## src/rtl/const_alu_pipe_if.sv

```systemverilog
// Streaming bus for const_alu_pipe: input handshake, operand/opcode fields,
// constant-write port, and the registered result with its status flags.
interface const_alu_pipe_if #(
  parameter int WIDTH  = 8,
  parameter int CSEL_W = 2
);
  logic              in_valid;
  logic              in_ready;
  logic [WIDTH-1:0]  in_data;
  logic [CSEL_W-1:0] in_csel;
  logic [1:0]        in_op;
  logic              in_acc;
  logic              acc_clr;
  logic              cfg_we;
  logic [CSEL_W-1:0] cfg_addr;
  logic [WIDTH-1:0]  cfg_data;
  logic              out_valid;
  logic              out_ready;
  logic [WIDTH-1:0]  out_data;
  logic              out_carry;
  logic              out_ovf;
  logic              out_zero;

  modport slave (
    input  in_valid, in_data, in_csel, in_op, in_acc, acc_clr,
           cfg_we, cfg_addr, cfg_data, out_ready,
    output in_ready, out_valid, out_data, out_carry, out_ovf, out_zero
  );

  modport master (
    output in_valid, in_data, in_csel, in_op, in_acc, acc_clr,
           cfg_we, cfg_addr, cfg_data, out_ready,
    input  in_ready, out_valid, out_data, out_carry, out_ovf, out_zero
  );
endinterface

```

## src/rtl/const_alu_pipe.sv

```systemverilog
// Registered constant-select ALU: operand (or accumulator) combined with one of
// NCONST writable constants, one output register behind a valid/ready handshake.
module const_alu_pipe #(
  parameter int WIDTH  = 8,
  parameter int CSEL_W = 2
) (
  input logic            clk,
  input logic            reset,
  const_alu_pipe_if.slave bus
);
  localparam int NCONST = 2 ** CSEL_W;

  typedef enum logic {EMPTY, FULL} outState_t;

  outState_t stateReg, stateNext;

  logic [NCONST-1:0][WIDTH-1:0] constVec;
  logic [WIDTH-1:0] accReg, accNext;
  logic [WIDTH-1:0] dataReg, dataNext;
  logic             carryReg, carryNext;
  logic             ovfReg, ovfNext;

  logic             accept;
  logic [WIDTH-1:0] opA, opB, result;
  logic             carry, ovf;
  logic [WIDTH:0]   sumWide, diffWide;

  // Constant bank; an accept in the same cycle as a write still sees the old value.
  for (genvar gi = 0; gi < NCONST; gi++) begin : gen_const
    logic [WIDTH-1:0] constReg;

    always_ff @(posedge clk) begin
      if (reset) begin
        constReg <= WIDTH'(gi + 1);
      end else if (bus.cfg_we && (bus.cfg_addr == CSEL_W'(gi))) begin
        constReg <= bus.cfg_data;
      end
    end

    assign constVec[gi] = constReg;
  end

  assign bus.in_ready = (stateReg == EMPTY) || bus.out_ready;
  assign accept       = bus.in_valid && bus.in_ready;

  assign opA = bus.in_acc ? accReg : bus.in_data;
  assign opB = constVec[bus.in_csel];

  always_comb begin
    sumWide  = {1'b0, opA} + {1'b0, opB};
    diffWide = {1'b0, opA} - {1'b0, opB};
    result   = opA;
    carry    = 1'b0;
    ovf      = 1'b0;
    case (bus.in_op)
      2'd1: begin
        result = sumWide[WIDTH-1:0];
        carry  = sumWide[WIDTH];
        ovf    = (opA[WIDTH-1] == opB[WIDTH-1]) && (result[WIDTH-1] != opA[WIDTH-1]);
      end
      2'd2: begin
        // The extra top bit of the widened difference is the unsigned borrow.
        result = diffWide[WIDTH-1:0];
        carry  = diffWide[WIDTH];
        ovf    = (opA[WIDTH-1] != opB[WIDTH-1]) && (result[WIDTH-1] != opA[WIDTH-1]);
      end
      2'd3: result = opA & opB;
      default: result = opA;
    endcase
  end

  always_comb begin
    stateNext = stateReg;
    dataNext  = dataReg;
    carryNext = carryReg;
    ovfNext   = ovfReg;
    accNext   = accReg;

    if (accept) begin
      stateNext = FULL;
      dataNext  = result;
      carryNext = carry;
      ovfNext   = ovf;
    end else if (bus.out_ready) begin
      stateNext = EMPTY;
    end

    // Clear wins over an accumulate write-back in the same cycle.
    if (bus.acc_clr) begin
      accNext = '0;
    end else if (accept && bus.in_acc) begin
      accNext = result;
    end
  end

  always_ff @(posedge clk) begin
    if (reset) begin
      stateReg <= EMPTY;
      dataReg  <= '0;
      carryReg <= 1'b0;
      ovfReg   <= 1'b0;
      accReg   <= '0;
    end else begin
      stateReg <= stateNext;
      dataReg  <= dataNext;
      carryReg <= carryNext;
      ovfReg   <= ovfNext;
      accReg   <= accNext;
    end
  end

  assign bus.out_valid = (stateReg == FULL);
  assign bus.out_data  = dataReg;
  assign bus.out_carry = carryReg;
  assign bus.out_ovf   = ovfReg;
  assign bus.out_zero  = (dataReg == '0);
endmodule

```

## src/flat_wrapper.sv

```systemverilog
// flat-port wrapper written by rule: the top's interface ports become plain ports
module const_alu_pipe_flat 
#(
  parameter int WIDTH  = 8,
  parameter int CSEL_W = 2
)
  (clk, reset, bus_in_valid, bus_in_data, bus_in_csel, bus_in_op, bus_in_acc, bus_acc_clr, bus_cfg_we, bus_cfg_addr, bus_cfg_data, bus_out_ready, bus_in_ready, bus_out_valid, bus_out_data, bus_out_carry, bus_out_ovf, bus_out_zero);
  const_alu_pipe_if #(.WIDTH(WIDTH), .CSEL_W(CSEL_W)) bus_i ();
  input logic clk;
  input logic reset;
  input wire logic [$bits(bus_i.in_valid)-1:0] bus_in_valid;
  input wire logic [$bits(bus_i.in_data)-1:0] bus_in_data;
  input wire logic [$bits(bus_i.in_csel)-1:0] bus_in_csel;
  input wire logic [$bits(bus_i.in_op)-1:0] bus_in_op;
  input wire logic [$bits(bus_i.in_acc)-1:0] bus_in_acc;
  input wire logic [$bits(bus_i.acc_clr)-1:0] bus_acc_clr;
  input wire logic [$bits(bus_i.cfg_we)-1:0] bus_cfg_we;
  input wire logic [$bits(bus_i.cfg_addr)-1:0] bus_cfg_addr;
  input wire logic [$bits(bus_i.cfg_data)-1:0] bus_cfg_data;
  input wire logic [$bits(bus_i.out_ready)-1:0] bus_out_ready;
  output wire logic [$bits(bus_i.in_ready)-1:0] bus_in_ready;
  output wire logic [$bits(bus_i.out_valid)-1:0] bus_out_valid;
  output wire logic [$bits(bus_i.out_data)-1:0] bus_out_data;
  output wire logic [$bits(bus_i.out_carry)-1:0] bus_out_carry;
  output wire logic [$bits(bus_i.out_ovf)-1:0] bus_out_ovf;
  output wire logic [$bits(bus_i.out_zero)-1:0] bus_out_zero;
  assign bus_i.in_valid = bus_in_valid;
  assign bus_i.in_data = bus_in_data;
  assign bus_i.in_csel = bus_in_csel;
  assign bus_i.in_op = bus_in_op;
  assign bus_i.in_acc = bus_in_acc;
  assign bus_i.acc_clr = bus_acc_clr;
  assign bus_i.cfg_we = bus_cfg_we;
  assign bus_i.cfg_addr = bus_cfg_addr;
  assign bus_i.cfg_data = bus_cfg_data;
  assign bus_i.out_ready = bus_out_ready;
  assign bus_in_ready = bus_i.in_ready;
  assign bus_out_valid = bus_i.out_valid;
  assign bus_out_data = bus_i.out_data;
  assign bus_out_carry = bus_i.out_carry;
  assign bus_out_ovf = bus_i.out_ovf;
  assign bus_out_zero = bus_i.out_zero;
  const_alu_pipe #(.WIDTH(WIDTH), .CSEL_W(CSEL_W)) u_core (.clk(clk), .reset(reset), .bus(bus_i));
endmodule
```

## config.mk

```make
export PLATFORM = sky130hd
export DESIGN_NAME = const_alu_pipe_flat
export DESIGN_NICKNAME = d
export VERILOG_FILES = /design/src/rtl/const_alu_pipe_if.sv /design/src/rtl/const_alu_pipe.sv /design/src/flat_wrapper.sv
export SDC_FILE = /design/constraint.sdc
export NUM_CORES = 1
export LEC_CHECK = 0
export ABC_CLOCK_PERIOD_IN_PS = 4600
export CELL_PAD_IN_SITES_DETAIL_PLACEMENT = 1
export CELL_PAD_IN_SITES_GLOBAL_PLACEMENT = 1
export CORE_UTILIZATION = 41
export DETAILED_ROUTE_END_ITERATION = 10
export GPL_TIMING_DRIVEN = 0
export HOLD_SLACK_MARGIN = 0.08
export PLACE_DENSITY = 0.81
export SYNTH_ARGS = -nofsm -noshare
export SYNTH_HDL_FRONTEND = slang
export SYNTH_SLANG_ARGS = --single-unit
```

## constraint.sdc

```tcl
create_clock -name clk -period 4.6 [get_ports clk]
set_clock_uncertainty 0.05 [all_clocks]
set_input_delay 0.92 -clock clk [delete_from_list [all_inputs] [get_ports clk]]
set_output_delay 0.92 -clock clk [all_outputs]
set_load 0.02 [all_outputs]
```

==> metrics.md, run 1 <==
| Metric | Value |
|---|---|
| Synth Area in Adders | 0.08801 |
| Final hold vios | 0 |
| Pre-CTS setup slack | 0.4476 ns |
| Post-Syn Area per Cell | 8.005 µm² |
| Post-route ant nets | 0 |
| Largest cells by area after synthesis | dfxtp_1 31%, nand2_1 9.2%, ha_1 7.6% |
| Post-CTS Setup Bufs | 0 |
| Final Cycle Share | 0.8359 |
| Yosys top cell area share | 0.3096 |
| Initial Utilization | 0.4246 |
| CP max FO | 10 |
| Post-DP HPWL | 7793 µm |
| DRT iter0 DRCs | 142 |
| Status | finished clean |
| H-tree lvl count | 2 |
| Most common cell after layout, fill and taps aside | nand2_1 |
| WL/cell | 17.98 µm |
| Max VDD drop | 0.1918 mV |
| Area grow syn2layout | 18.10% |
| Post-synth cell types | 52 |
| GPL Wtd Cong | 0.8679 |
| Setup crit end kind | flip-flop |
| IO Port Bufs | 38 |
| Clock group share of total power | 0.251 |
| Worst-path clk slew | 0.09 ns |
| Relative slew slack | 0.5003 |
| Antenna violations before repair | 0 |
| Pint | 0.6906 mW |
| Register area share after synthesis | 0.3096 |
| MaxCap Viol Count | 0 |
| Asr flop ratio synth | 0 |
| Largest net degree at the start of global routing | 17 |
| Most common flop cell mapped by yosys | dfxtp_1 |
| CTS Buf Count | 5 |
| Routed Wire Length | 10,070 µm |
| Std cell rows | 32 |
| Root buffer cell | clkbuf_8 |
| Cell area after synthesis | 0.003298 mm² |
| Sequential Power Share | 0.457 |
| First-pass GRT wire length | 16,270 µm |
| Clock Path Buffers | 2 |
| Vias per cell | 5.625 |
| Worst-Skew Late Latency | 0.31 ns |
| Tmin final | 3.845 ns |
| Gr usage total | 0.2486 |
| Num Clock Sinks | 51 |
| Final core occ | 0.5015 |
| Synth warn | 0 |
| Die H | 91.69 µm |
| Via total after detailed routing | 3,150 |
| Synth Area in Compound Gates | 0.1719 |
| Total Nets Final | 508 |
| Post-CTS Resized | 0 |
| Largest family of logic cells by synthesized area | simple AND/OR/NAND/NOR gates |
| Setup TNS Final | 0 ns |
| Psw | 0.3369 mW |
| Critical path arrival | 3.99 ns |
| Core Region | 0.007767 mm² |
| Area leader, netlist | dfxtp_1 |
| GRT Residual Overflow | 0 |
| CP Data Required Time | 4.75 ns |
| Synth Area in Simple Gates | 0.2325 |
| Syn Nets | 463 |
| Switching part of the total power | 0.3279 |
| Post-synth EDFFs | 0 |
| Slack of the critical path | 0.7550 ns |
| Startpoint Class | input pin |
| Die area | 0.008407 mm² |
| Xor/xnor share of the synthesized area | 0.02124 |
| Multiplexer share of the synthesized area | 0.1195 |
| Filler cells | 967 |
| Setup violators final | 0 |
| FF/Latch Area | 0.001021 mm² |
| Final Max Slew Viols | 0 |
| Post-synthesis register bit count | 51 |
| Multi-input gate area | 0.002088 mm² |
| Most frequent cells in the layout | 81 x nand2_1, 51 x dfxtp_1, 42 x a21oi_1 |
| Overall die width | 91.69 µm |
| CTS tree | built |
| Mapped Cells | 412 |
| LEAKAGE | 1.534 nW |
| Diodes inserted | 0 |
| Worst Hold Class | flip-flop to flip-flop |
| DR DRC count | 0 |
| Share of layout cells above drive strength 1 | 0.07642 |
| RSZ-0062 raised after global routing | no |
| Vias in the first global route | 3,334 |
| Combinational power share | 0.292 |
| First-pass DRT Iterations | 5 |
| Pwr Total | 1.028 mW |
| Actual slew at the worst max-slew pin | 0.7287 ns |
| Cell Pwr Density | 263.8 mW/mm² |
| Number of I/O pins | 42 |
| F_max | 0.2601 GHz |
| Worst setup path category | input pin to flip-flop |
| Count of hold-fix buffers inserted at cts | 0 |
==> path summary, 6_finish.rpt <==
kind	startpoint	endpoint	slack, ns	cells after the start
setup / recovery	bus_in_acc	u_core.bus.out_data[7]$_SDFFE_PP0P_	0.75	11
hold / removal	u_core.gen_const[1].constReg[2]$_SDFFE_PP0P_	u_core.gen_const[1].constReg[2]$_SDFFE_PP0P_	0.42	2
setup reg to reg	u_core.gen_const[3].constReg[2]$_SDFFE_PP1P_	u_core.accReg[6]$_SDFFE_PP0P_	1.78	10
hold reg to reg	u_core.gen_const[1].constReg[2]$_SDFFE_PP0P_	u_core.gen_const[1].constReg[2]$_SDFFE_PP0P_	0.42	2
==> Yosys cell counts (all sizes together), types with 4 or more instances <==
cell type	n
mux2	8
dfxtp	51
nand2b	6
buf	6
and2	4
ha	20
nand3b	5
nor2	32
a21oi	42
mux2i	12
nand4	4
nor2b	5
inv	22
nand3	12
and3	5
o211ai	4
xor2	6
o21ai	9
nand2	81
clkbuf	19
mux4	8
a21o	5
==> registers in the layout (all words and copies together) (netlist names) <==
register                   flops
u_core.accReg                  8
u_core.bus.out_carry           1
u_core.bus.out_data            8
u_core.bus.out_ovf             1
u_core.bus.out_valid           1
u_core.gen_const.constReg     32
==> critical path: stages <==
cell and delay, ns:
clkdlybuf4s50_1 0.49, buf_2 0.28, mux2_2 0.41, ha_1 0.37
buf_2 0.24, nand2_1 0.12, a211oi_1 0.52, mux2i_1 0.27
nand4_1 0.18, nand3_1 0.13, nand3_1 0.07
==> cells by family (layout without fill, tap and decap cells) <==
kind of cell / after synthesis / count (layout)
simple gates: 167 / 167
compound gates: 89 / 89
flops: 51 / 51
buf+inv: 47 / 93
mux: 28 / 28
fa+ha+maj: 22 / 22
xor+xnor: 8 / 8
==> stage by stage <==
| stage | hold WS, ns | instances | cell area (µm²) |
|---|---|---|---|
| CTS | 0.4196 | 560 | 3895 |
| global placement | 0.3903 | 552 | 3806 |
| global route | 0.4411 | 560 | 3895 |
| detailed placement | 0.4068 | 552 | 3806 |
| floorplan | 0.3806 | 412 | 3298 |
| finish | 0.4170 | 560 | 3895 |
==> power groups by stage <==
stage | Sequential (mW) | Clock, mW | Combinational [mW]
4_1_cts | 0.469 | 0.265 | 0.299
6_report | 0.469 | 0.258 | 0.300
3_3_place_gp | 0.478 | 0 | 0.288
2_1_floorplan | 0.483 | 0 | 0.186
3_5_place_dp | 0.480 | 0 | 0.298
5_1_grt | 0.471 | 0.285 | 0.327
==> layer usage <==
layer | GRT usage | up-vias | part of all wire
li1 | - | 1527 | -
met1 | 0.2979 | 1534 | 0.43
met2 | 0.4649 | 74 | 0.52
met3 | 0.01907 | 15 | 0.029
met4 | 0.08594 | 0 | 0.020
met5 | 0 | - | 0
==> final cells by class <==
| class | instances | share of cell area |
|---|---|---|
| multi-input combinational | 314 | 0.5361 |
| sequential | 51 | 0.2621 |
| timing repair buffer | 38 | 0.09765 |
| tap | 102 | 0.03277 |
| buffer | 25 | 0.02730 |
| inverter | 22 | 0.02120 |
| clock buffer | 5 | 0.01767 |
| clock inverter | 3 | 0.005140 |
No activity file was read; power rests on OpenSTA's default activity.
==> run 2: changes to the inputs <==
--- a/config.mk
+++ b/config.mk
@@ -5,7 +5,7 @@
 export SDC_FILE = /design/constraint.sdc
 export NUM_CORES = 1
 export LEC_CHECK = 0
-export ABC_CLOCK_PERIOD_IN_PS = 4600
+export ABC_CLOCK_PERIOD_IN_PS = 3560
 export CELL_PAD_IN_SITES_DETAIL_PLACEMENT = 1
 export CELL_PAD_IN_SITES_GLOBAL_PLACEMENT = 1
 export CORE_UTILIZATION = 41
==> constraint.sdc (replaced) <==
create_clock -name clk -period 3.56 [get_ports clk]
set_clock_uncertainty 0.05 [all_clocks]
set_input_delay 0.712 -clock clk [delete_from_list [all_inputs] [get_ports clk]]
set_output_delay 0.712 -clock clk [all_outputs]
set_load 0.02 [all_outputs]
==> metrics.md, run 2 (synthesized netlist as in run 1, its figures left out) <==
| Metric | Value |
|---|---|
| Vias per cell | 5.627 (about the same) |
| Status | finished clean |
| GRT Residual Overflow | 0 (unchanged) |
| Vias in the first global route | 3,344 (+0.30%) |
| Worst Hold Class | flip-flop to flip-flop |
| Most common cell after layout, fill and taps aside | nand2_1 |
| Max VDD drop | 0.2482 mV (+29%) |
| CP max FO | 10 (unchanged) |
| Number of I/O pins | 42 (unchanged) |
| Pre-CTS setup slack | -0.3844 ns (-0.8320 ns) |
| Post-route ant nets | 0 (unchanged) |
| Final hold vios | 0 (unchanged) |
| Relative slew slack | 0.5295 (+0.02925) |
| Overall die width | 91.69 µm (unchanged) |
| Die H | 91.69 µm (unchanged) |
| Pwr Total | 1.338 mW (+30%) |
| Final Max Slew Viols | 0 (unchanged) |
| Max reg flops | 32 (unchanged) |
| Share of layout cells above drive strength 1 | 0.09170 (+0.01528) |
| Area grow syn2layout | 19.65% |
| Core Region | 0.007767 mm² (unchanged) |
| Initial Utilization | 0.4246 (unchanged) |
| DRT iter0 DRCs | 147 (+3.5%) |
| CTS Buf Count | 5 (unchanged) |
| Total Nets Final | 508 (unchanged) |
| Routed Wire Length | 10,120 µm (+0.52%) |
| Num Clock Sinks | 51 (unchanged) |
| Diodes inserted | 0 (unchanged) |
| WL/cell | 18.07 µm (+0.52%) |
| Hold WS | 0.4168 ns (-0.0001360 ns) |
| First-pass GRT wire length | 16,330 µm (+0.38%) |
| DR DRC count | 0 (unchanged) |
| Antenna violations before repair | 0 (unchanged) |
| LEAKAGE | 1.540 nW (+0.40%) |
| Largest net degree at the start of global routing | 17 (unchanged) |
| Post-DP HPWL | 7793 µm (unchanged) |
| CTS tree | built |
| Die area | 0.008407 mm² (unchanged) |
| Setup crit end kind | flip-flop |
| Worst-path clk slew | 0.09 ns (about the same) |
| Root buffer cell | clkbuf_8 |
| H-tree lvl count | 2 (unchanged) |
| Cell Pwr Density | 339.0 mW/mm² (+29%) |
| Clock Path Buffers | 2 (unchanged) |
| Final Cycle Share | 0.9858 |
| Count of hold-fix buffers inserted at cts | 0 (unchanged) |
| Std cell rows | 32 (unchanged) |
| Worst-Skew Late Latency | 0.31 ns (about the same) |
| Startpoint Class | input pin |
| Gr usage total | 0.2495 (+0.0008840) |
| IO Port Bufs | 38 (unchanged) |
| GPL Wtd Cong | 0.8679 (unchanged) |
| Worst setup path category | input pin to flip-flop |
| RSZ-0062 raised after global routing | no |
| F_max | 0.2850 GHz |
| Via total after detailed routing | 3,151 (+0.032%) |
| MaxCap Viol Count | 0 (unchanged) |
| Most frequent cells in the layout | 81 x nand2_1, 51 x dfxtp_1, 42 x a21oi_1 |
| Critical path arrival | 3.64 ns (-0.35 ns) |
| First-pass DRT Iterations | 4 (-1) |
| Most flop-heavy register | u_core.gen_const.constReg |
| Slack of the critical path | 0.05064 ns (-0.7043 ns) |
| Actual slew at the worst max-slew pin | 0.7031 ns (-0.02563 ns) |
| Tmin final | 3.509 ns |
| Setup violators final | 0 (unchanged) |
| CP Data Required Time | 3.69 ns (-1.06 ns) |
[run 2: cell types whose count changed in the layout (fill, tap and decap cells not counted)]
cell,change
a211oi_1,-1
a211oi_2,+1
buf_2,-1
buf_4,+1
buf_6,+1
clkbuf_1,-2
clkbuf_2,+1
mux2i_1,-3
mux2i_2,+1
mux2i_4,+2
nor4_1,-1
nor4_2,+1
[run 2: metrics by stage]
| stage | cell area [µm²] | std cells | setup TNS (ns) | util |
|---|---|---|---|---|
| final | 3946 | 560 | 0 | 0.5081 |
| after global routing | 3946 | 560 | 0 | 0.5081 |
| after CTS | 3908 | 560 | -0.004364 | 0.5031 |
| after detailed placement | 3806 | 552 | -2.878 | 0.4900 |
| after global placement | 3806 | 552 | -2.553 | 0.4900 |
| after floorplan | 3298 | 412 | 0 | - |
[run 2: what timing repair did]
item	in CTS	in global routing
gates cloned	0	0
setup buffers	0	1
setup endpoints to repair	6	9
resized for setup	3	9
pin swaps	1	1
[run 2: routing by layer]
metal,share of wire,track usage
met5,0,0
met4,0.024,0.08984
met3,0.025,0.01907
met2,0.51,0.4668
met1,0.44,0.2974
[run 2: final timing paths]
check	start	end	slack, ns	cells after the start
worst max-delay path	bus_in_acc	u_core.bus.out_data[5]$_SDFFE_PP0P_	0.05	11
worst min-delay path	u_core.gen_const[1].constReg[2]$_SDFFE_PP0P_	u_core.gen_const[1].constReg[2]$_SDFFE_PP0P_	0.42	2
worst max register to register	u_core.gen_const[3].constReg[2]$_SDFFE_PP1P_	u_core.bus.out_data[5]$_SDFFE_PP0P_	0.77	10
worst min register to register	u_core.gen_const[1].constReg[2]$_SDFFE_PP0P_	u_core.gen_const[1].constReg[2]$_SDFFE_PP0P_	0.42	2
[run 2: layout make-up]
class | instances | area [µm²]
Fill cell | 958 | 3821
Sequential cell | 51 | 1021
Clock buffer | 5 | 68.82
Tap cell | 102 | 127.6
Multi-Input combinational cell | 314 | 2128
Buffer | 24 | 110.1
Clock inverter | 3 | 20.02
Inverter | 22 | 82.58
Timing Repair Buffer | 39 | 387.9
[run 2: worst max-delay path, cell delays in order]
cell and delay [ns]:
clkdlybuf4s50_1 0.53, buf_6 0.20, mux2_2 0.38, ha_1 0.31, buf_6 0.14, inv_1 0.06
a211o_1 0.32, a21o_1 0.21, mux2_4 0.30, a211oi_2 0.33, o22ai_1 0.14
[run 2: power breakdown]
part           switching (mW)  internal, mW  total [mW]
registers              0.0140         0.593       0.607
clock network           0.195         0.137       0.332
logic                   0.230         0.168       0.399
total                   0.439         0.898        1.34
